`src/rtl/char_seq_ctrl.sv`:
```
// char_seq_ctrl: steps segmented character bitmaps through the template matcher
// and assembles the plate word. Optional WAIT watchdog: `define CHAR_SEQ_TIMEOUT_EN.
module char_seq_ctrl #(
    parameter int NUM_CHARS   = 7,
    parameter int MATCH_LAT   = 3,
    parameter int IDX_W       = 3,
    parameter int TIMEOUT_CYC = 1024
) (
    input  logic                   pixelclk,
    input  logic                   reset,
    input  logic                   start,
    input  logic                   char_valid,
    input  logic [39:0]            char_in,
    output logic                   char_ready,
    output logic [39:0]            match_char,
    input  logic [7:0]             match_result,
    output logic [IDX_W-1:0]       char_idx,
    output logic [NUM_CHARS*8-1:0] plate_out,
    output logic                   plate_valid,
    output logic                   busy,
    output logic                   timeout_err
);

    localparam int LAT_W = (MATCH_LAT > 0) ? $clog2(MATCH_LAT + 1) : 1;
    localparam logic [LAT_W-1:0] LAT_LAST = LAT_W'(MATCH_LAT);
    localparam logic [IDX_W-1:0] IDX_LAST = IDX_W'(NUM_CHARS - 1);

    typedef enum logic [1:0] {
        IDLE,
        WAIT,
        MATCH,
        DONE
    } state_t;

    state_t           state;
    logic [LAT_W-1:0] lat_cnt;

`ifdef CHAR_SEQ_TIMEOUT_EN
    localparam int WD_W = (TIMEOUT_CYC > 1) ? $clog2(TIMEOUT_CYC) : 1;
    localparam logic [WD_W-1:0] WD_LAST = WD_W'(TIMEOUT_CYC - 1);

    logic [WD_W-1:0] wd_cnt;
`else
    assign timeout_err = 1'b0;
`endif

    always_ff @(posedge pixelclk) begin
        if (reset) begin
            state       <= IDLE;
            char_ready  <= 1'b0;
            busy        <= 1'b0;
            match_char  <= '0;
            lat_cnt     <= '0;
            char_idx    <= '0;
            plate_out   <= '0;
            plate_valid <= 1'b0;
`ifdef CHAR_SEQ_TIMEOUT_EN
            wd_cnt      <= '0;
            timeout_err <= 1'b0;
`endif
        end else begin
            plate_valid <= 1'b0;
`ifdef CHAR_SEQ_TIMEOUT_EN
            timeout_err <= 1'b0;
`endif
            unique case (state)
                IDLE: begin
                    if (start) begin
                        char_idx   <= '0;
                        plate_out  <= '0;
                        char_ready <= 1'b1;
                        busy       <= 1'b1;
                        state      <= WAIT;
`ifdef CHAR_SEQ_TIMEOUT_EN
                        wd_cnt     <= '0;
`endif
                    end
                end
                WAIT: begin
                    if (char_valid && char_ready) begin
                        match_char <= char_in;
                        lat_cnt    <= '0;
                        char_ready <= 1'b0;
                        state      <= MATCH;
`ifdef CHAR_SEQ_TIMEOUT_EN
                        wd_cnt     <= '0;
                    end else if (wd_cnt == WD_LAST) begin
                        // Abandon the plate; filled slots stay visible
                        timeout_err <= 1'b1;
                        char_ready  <= 1'b0;
                        busy        <= 1'b0;
                        state       <= IDLE;
                    end else begin
                        wd_cnt <= wd_cnt + 1'b1;
`endif
                    end
                end
                MATCH: begin
                    if (lat_cnt == LAT_LAST) begin
                        for (int i = 0; i < NUM_CHARS; i++) begin
                            if (char_idx == IDX_W'(i))
                                plate_out[i*8 +: 8] <= match_result;
                        end
                        if (char_idx == IDX_LAST) begin
                            plate_valid <= 1'b1;
                            state       <= DONE;
                        end else begin
                            char_idx   <= char_idx + 1'b1;
                            char_ready <= 1'b1;
                            state      <= WAIT;
                        end
                    end else begin
                        lat_cnt <= lat_cnt + 1'b1;
                    end
                end
                DONE: begin
                    busy  <= 1'b0;
                    state <= IDLE;
                end
                default: begin
                    char_ready <= 1'b0;
                    busy       <= 1'b0;
                    state      <= IDLE;
                end
            endcase
        end
    end

endmodule

```
`config.mk`:
```
export PLATFORM = sky130hd
export DESIGN_NAME = char_seq_ctrl
export DESIGN_NICKNAME = d
export VERILOG_FILES = /design/src/rtl/char_seq_ctrl.sv
export SDC_FILE = /design/constraint.sdc
export NUM_CORES = 1
export LEC_CHECK = 0
export ABC_AREA = 1
export CAP_MARGIN = 15
export CORE_MARGIN = 2
export CORE_UTILIZATION = 25
export DETAILED_ROUTE_END_ITERATION = 10
export GPL_ROUTABILITY_DRIVEN = 0
export PLACE_DENSITY = 0.48
export SYNTH_ARGS = -nofsm -noshare
export SYNTH_HDL_FRONTEND = slang
export SYNTH_SLANG_ARGS = --single-unit
export TNS_END_PERCENT = 1
```
`constraint.sdc`:
```
create_clock -name pixelclk -period 4.5 [get_ports pixelclk]
set_input_delay 0.9 -clock pixelclk [delete_from_list [all_inputs] [get_ports pixelclk]]
set_output_delay 0.9 -clock pixelclk [all_outputs]
set_load 0.02 [all_outputs]
```
After elaboration in Yosys (flattened, before gate mapping)
Cells that the tools add are included.
{"block": "op_classes", "add_sub_neg": 2, "n_eq_ne": 22, "n_mux": 29, "reduce_logical": 21, "bitwise": 2}
{"cell": "56-bit two-way mux", "n": 2}
{"cell": "56-bit case mux with 2 select lines", "n": 1}
{"cell": "8-bit two-way mux", "n": 7}
{"cell": "4-bit AND reduction", "n": 8}
{"cell": "2-bit != test (second input constant)", "n": 12}
{"cell": "2-bit two-way mux", "n": 6}
{"cell": "3-bit equality test (second input constant)", "n": 3}
{"cell": "3-bit two-way mux", "n": 3}
{"cell": "2-bit case mux with 4 select lines", "n": 1}
{"cell": "2-bit equality test (second input constant)", "n": 3}
{"cell": "3-bit by 2-bit equality test with 1-bit output (second input constant)", "n": 2}
{"cell": "3-bit case mux with 2 select lines", "n": 1}
{"cell": "3-bit AND reduction", "n": 2}
{"cell": "2-bit nonzero test", "n": 3}
{"cell": "1-bit two-way mux", "n": 5}
{"cell": "5-bit AND reduction", "n": 1}
{"cell": "2-bit case mux with 2 select lines", "n": 1}
{"cell": "2-bit AND reduction", "n": 2}
{"cell": "3-bit by 1-bit adder with 3-bit output (second input constant)", "n": 1}
{"cell": "3-bit by 1-bit equality test with 1-bit output (second input constant)", "n": 1}
{"cell": "3-bit logical NOT", "n": 1}
{"cell": "1-bit case mux with 3 select lines", "n": 1}
{"cell": "3-bit nonzero test", "n": 1}
{"cell": "3-bit OR reduction", "n": 1}
{"cell": "other kinds (6)", "n": 7}
{"block": "word_totals", "output_inout_bits": 103, "word_cells": 90, "regBits": 106}

Logic depth before layout (Yosys ltp)
{"block": "logic_depth", "word_depth": 4, "depth_mapped": 11}

Least setup slack after synthesis
No wires, ideal clock.
{"block": "synth_timing", "path_type": "input port to flip-flop", "startpoint": "input port reset", "endpoint": "register char_idx[2]", "arrival_ns": 1.632, "setup_time_ns": 0.136, "path_slack_ns": 2.732, "path_stages": 3, "t_required_ns": 4.364, "path_cell_list": "clkbuf_1 > clkbuf_1 > nor2_1"}
{"item": "from (decl)", "line": "10", "text": "input logic reset,"}
{"item": "to (signal assigned)", "line": "108", "text": "char_idx <= char_idx + 1'b1;"}
{"item": "to (decl)", "line": "17", "text": "output logic [IDX_W-1:0] char_idx,"}
No word-level cell between the ends.

Worst setup path after layout
{"block": "layout_timing", "startpoint": "input port start", "endpoint": "register plate_out[5]"}
{"block": "layout_between", "elab_chain_len": 2}
{"item": "from (decl)", "line": "11", "text": "input logic start,"}
{"item": "2-bit != test (no source line)"}
{"item": "4-bit AND reduction (no source line)"}
{"item": "to (signal, indexed assignment)", "line": "102", "text": "plate_out[i*8 +: 8] <= match_result;"}
{"item": "to (decl)", "line": "18", "text": "output logic [NUM_CHARS*8-1:0] plate_out,"}
No other way between the ends.
A chain may end at the register's enable or synchronous reset.

==> results.py <==
metrics = {
    "routing": {
        "drcViolationCount": 0,
        "wl_um": 12800,
        "drt-pass1-iter-count": 4,
        "antenna_left": 0,
        "vias_per_cell": 4.50,
        "wire_per_inst_um": 14.4,
        "vias": 3996,
        "drtIter0Drc": 226,
    },
    "layout": {
        "diodes": 0,
        "syn2layout_area_growth_pct": 48.3,
        "drive_gt1_frac": 0.0928,
        "nFillCells": 1645,
        "layout.nets": 721,
    },
    "global_routing": {
        "grt_pass1_vias": 3858,
        "grt_max_degree": 64,
        "overflow": 0,
        "antenna_found_initial": 0,
        "grt_usage": 0.148,
        "grt_pass1_wl_um": 20900,
    },
    "worst_setup_path": {
        "worstPathMaxFanout": 50,
        "critPathBufInv": 3,
        "cp_cell_sequence": "clkdlybuf4s50_1 > inv_1 > nand2_2 > nand2_4 > inv_2 > nand3_1 > a21oi_1",
        "path_class": "in -> reg",
        "max_stage_delay_ps": 630,
        "critical_path.endpoint_type": "register",
        "start_kind": "primary input",
        "cp_top_family": "buffers and inverters",
        "cp_data_required_time_ps": 4780,
        "cp_slowest_cell": "inv_2",
        "arrival_ps": 2750,
    },
    "logic_synthesis": {
        "ys_seq_area_frac": 0.505,
        "yosys_register_bits": 106,
        "yosysWarnings": 0,
        "synth_cell_type_count": 29,
        "netlist_area_um2": 4210,
        "synthCells": 523,
        "synth_nets": 581,
        "avgSynthCellArea_um2": 8.04,
    },
    "placed_design": {
        "preCtsSetupSlack_ps": 1670,
        "dp_hpwl_um": 8820,
        "io_buffers": 153,
    },
    "power_and_ir_drop": {
        "power_density_nw_per_um2": 419,
        "p_comb_frac": 0.255,
        "vdd_drop_max_uv": 220,
        "power.share.clock": 0.338,
        "p_switching_w": 0.000855,
        "power.leakage_nw": 2.29,
        "switching_share": 0.327,
        "pwr-share-seq": 0.407,
        "internal_power_w": 0.00176,
    },
    "clock_network": {
        "clockBufferDepth": 2,
        "postCtsSetupBuffers": 0,
        "path_clk_slew_ps": 80,
        "numCtsBuffers": 9,
        "cts_resized": 0,
        "htreeDepth": 3,
        "clock-sinks": 106,
        "holdBufCountCts": 0,
        "cts_root_buf": "clkbuf_16",
        "tritoncts": "yes",
        "clk_latency_ps": 350,
    },
    "floorplan": {
        "io_pins": 155,
        "fp.dieW_um": 134,
        "die-area_um2": 17900,
        "fp-row-count": 47,
        "start_util": 0.254,
        "die_h_um": 134,
        "core_area_um2": 16500,
    },
    "sta": {
        "hold_violations": 0,
        "timing.final.crit_share": 0.548,
        "fmax_mhz": 405,
        "drv_slew": 0,
        "layout_setup_ws_ps": 2030,
        "rsz0062_at_grt": "false",
        "finalSetupViolCount": 0,
        "slew_headroom": 0.421,
        "final.setup.tns_ps": 0,
        "worst_pin_slew_ps": 867,
        "clock_skew_ps": 8.59,
        "period_needed_ps": 2470,
    },
    "min_path": {
        "hold_path.class": "reg -> reg",
    },
    "status": {
        "outcome": "finished, final reports clean",
    },
    "flow_run": {
        "maxCapViolCount": 0,
    },
}
## through the flow
stage / hold slack [ps] / area (um2) / std cells / util / total power [W]
floorplan: 429 / 4210 / 523 / - / 0.00150
global placement: 446 / 5870 / 871 / 0.355 / 0.00174
detailed placement: 455 / 5870 / 871 / 0.355 / 0.00175
CTS: 466 / 6210 / 887 / 0.376 / 0.00265
global route: 486 / 6240 / 888 / 0.377 / 0.00277
finish: 464 / 6240 / 888 / 0.377 / 0.00261
## synthesized netlist by cell type
master,n,share of area
inv_1,21,0.019
nor2_2,3,0.0045
nand2_8,1,0.0048
nand2_4,1,0.0027
nor2_1,87,0.078
o21ai_2,4,0.0083
o21ai_0,41,0.049
conb_1,1,0.00089
nand3_1,53,0.063
dfxtp_1,106,0.50
ha_1,6,0.018
nand2_1,75,0.067
clkbuf_1,15,0.013
nor2_4,8,0.021
a21oi_2,8,0.017
buf_6,3,0.0080
o21bai_1,1,0.0018
nand4_1,4,0.0059
a211oi_1,1,0.0018
buf_4,6,0.011
nand2_2,9,0.013
buf_2,4,0.0048
nor3_1,1,0.0012
nand3_4,1,0.0042
a21oi_1,55,0.065
nand4_2,2,0.0059
inv_2,3,0.0027
inv_4,1,0.0015
o21ai_1,2,0.0024
## area by class of cell
type | instances | area [um2] | share of cell area
flip-flops and latches | 106 | 2120 | 0.340
multi-input cells | 364 | 1830 | 0.294
repair buffers | 157 | 1580 | 0.253
well taps | 220 | 275 | 0.0441
clock buffers | 10 | 239 | 0.0383
clock inverters | 6 | 96.3 | 0.0154
inverters | 25 | 96.3 | 0.0154
## flip-flops by register name (all words and copies together), names as in the netlist
| signal | flops |
|---|---|
| state | 2 |
| busy | 1 |
| char_idx | 3 |
| lat_cnt | 2 |
| match_char | 40 |
| plate_out | 56 |
| plate_valid | 1 |
| char_ready | 1 |
## cells in the final DEF (no fill, tap or decap), drive strengths merged, types with 10 or more instances in the layout
cell | synthesis | final
nand2 | 86 | 86
clkbuf | 15 | 10
dfxtp | 106 | 106
clkdlybuf4s50 | 0 | 152
a21oi | 63 | 63
nand3 | 54 | 54
nor2 | 98 | 98
o21ai | 47 | 47
inv | 25 | 27
## routing by layer
layer	routed length (um)	global-route usage	vias to the layer above	part of all wire
li1	-	-	2000	-
met1	5730	0.187	1831	0.45
met2	5810	0.232	156	0.45
met3	1150	0.0594	9	0.090
met4	127	0.0455	0	0.0099
met5	0	0	-	0
## cells by family (layout without fill, tap and decap cells)
group | Yosys count | after routing | synth area share
AO/OA/AOI/OAI | 112 | 112 | 0.145
buffers and inverters | 53 | 198 | 0.0598
other | 1 | 1 | 0.000892
AND/OR/NAND/NOR | 245 | 245 | 0.272
adder cells (fa/ha/maj) | 6 | 6 | 0.0179
flip-flops | 106 | 106 | 0.505
## path summary, 6_finish.rpt
kind,startpoint,to,slack (ps),depth (start not counted)
min,plate_out[38],plate_out[38],460,2
max,start,plate_out[5],2030,7
min reg2reg,plate_out[38],plate_out[38],460,2
max reg2reg,state[0],plate_out[54],2150,7
## tightest hold or removal path, stage by stage, from the launching register on
cell	delay, ps
dfxtp_1	310
nand2_1	60
a21oi_1	50
## power groups by stage
stage                     registers (W)  logic, W  clock network, W
after CTS                       0.00106  0.000667          0.000922
after global placement          0.00108  0.000658                 0
after global routing            0.00107  0.000734          0.000961
after detailed placement        0.00109  0.000665                 0
after floorplan                 0.00114  0.000365                 0
final                           0.00106  0.000666          0.000884
No activity file was read; power rests on OpenSTA's default activity.
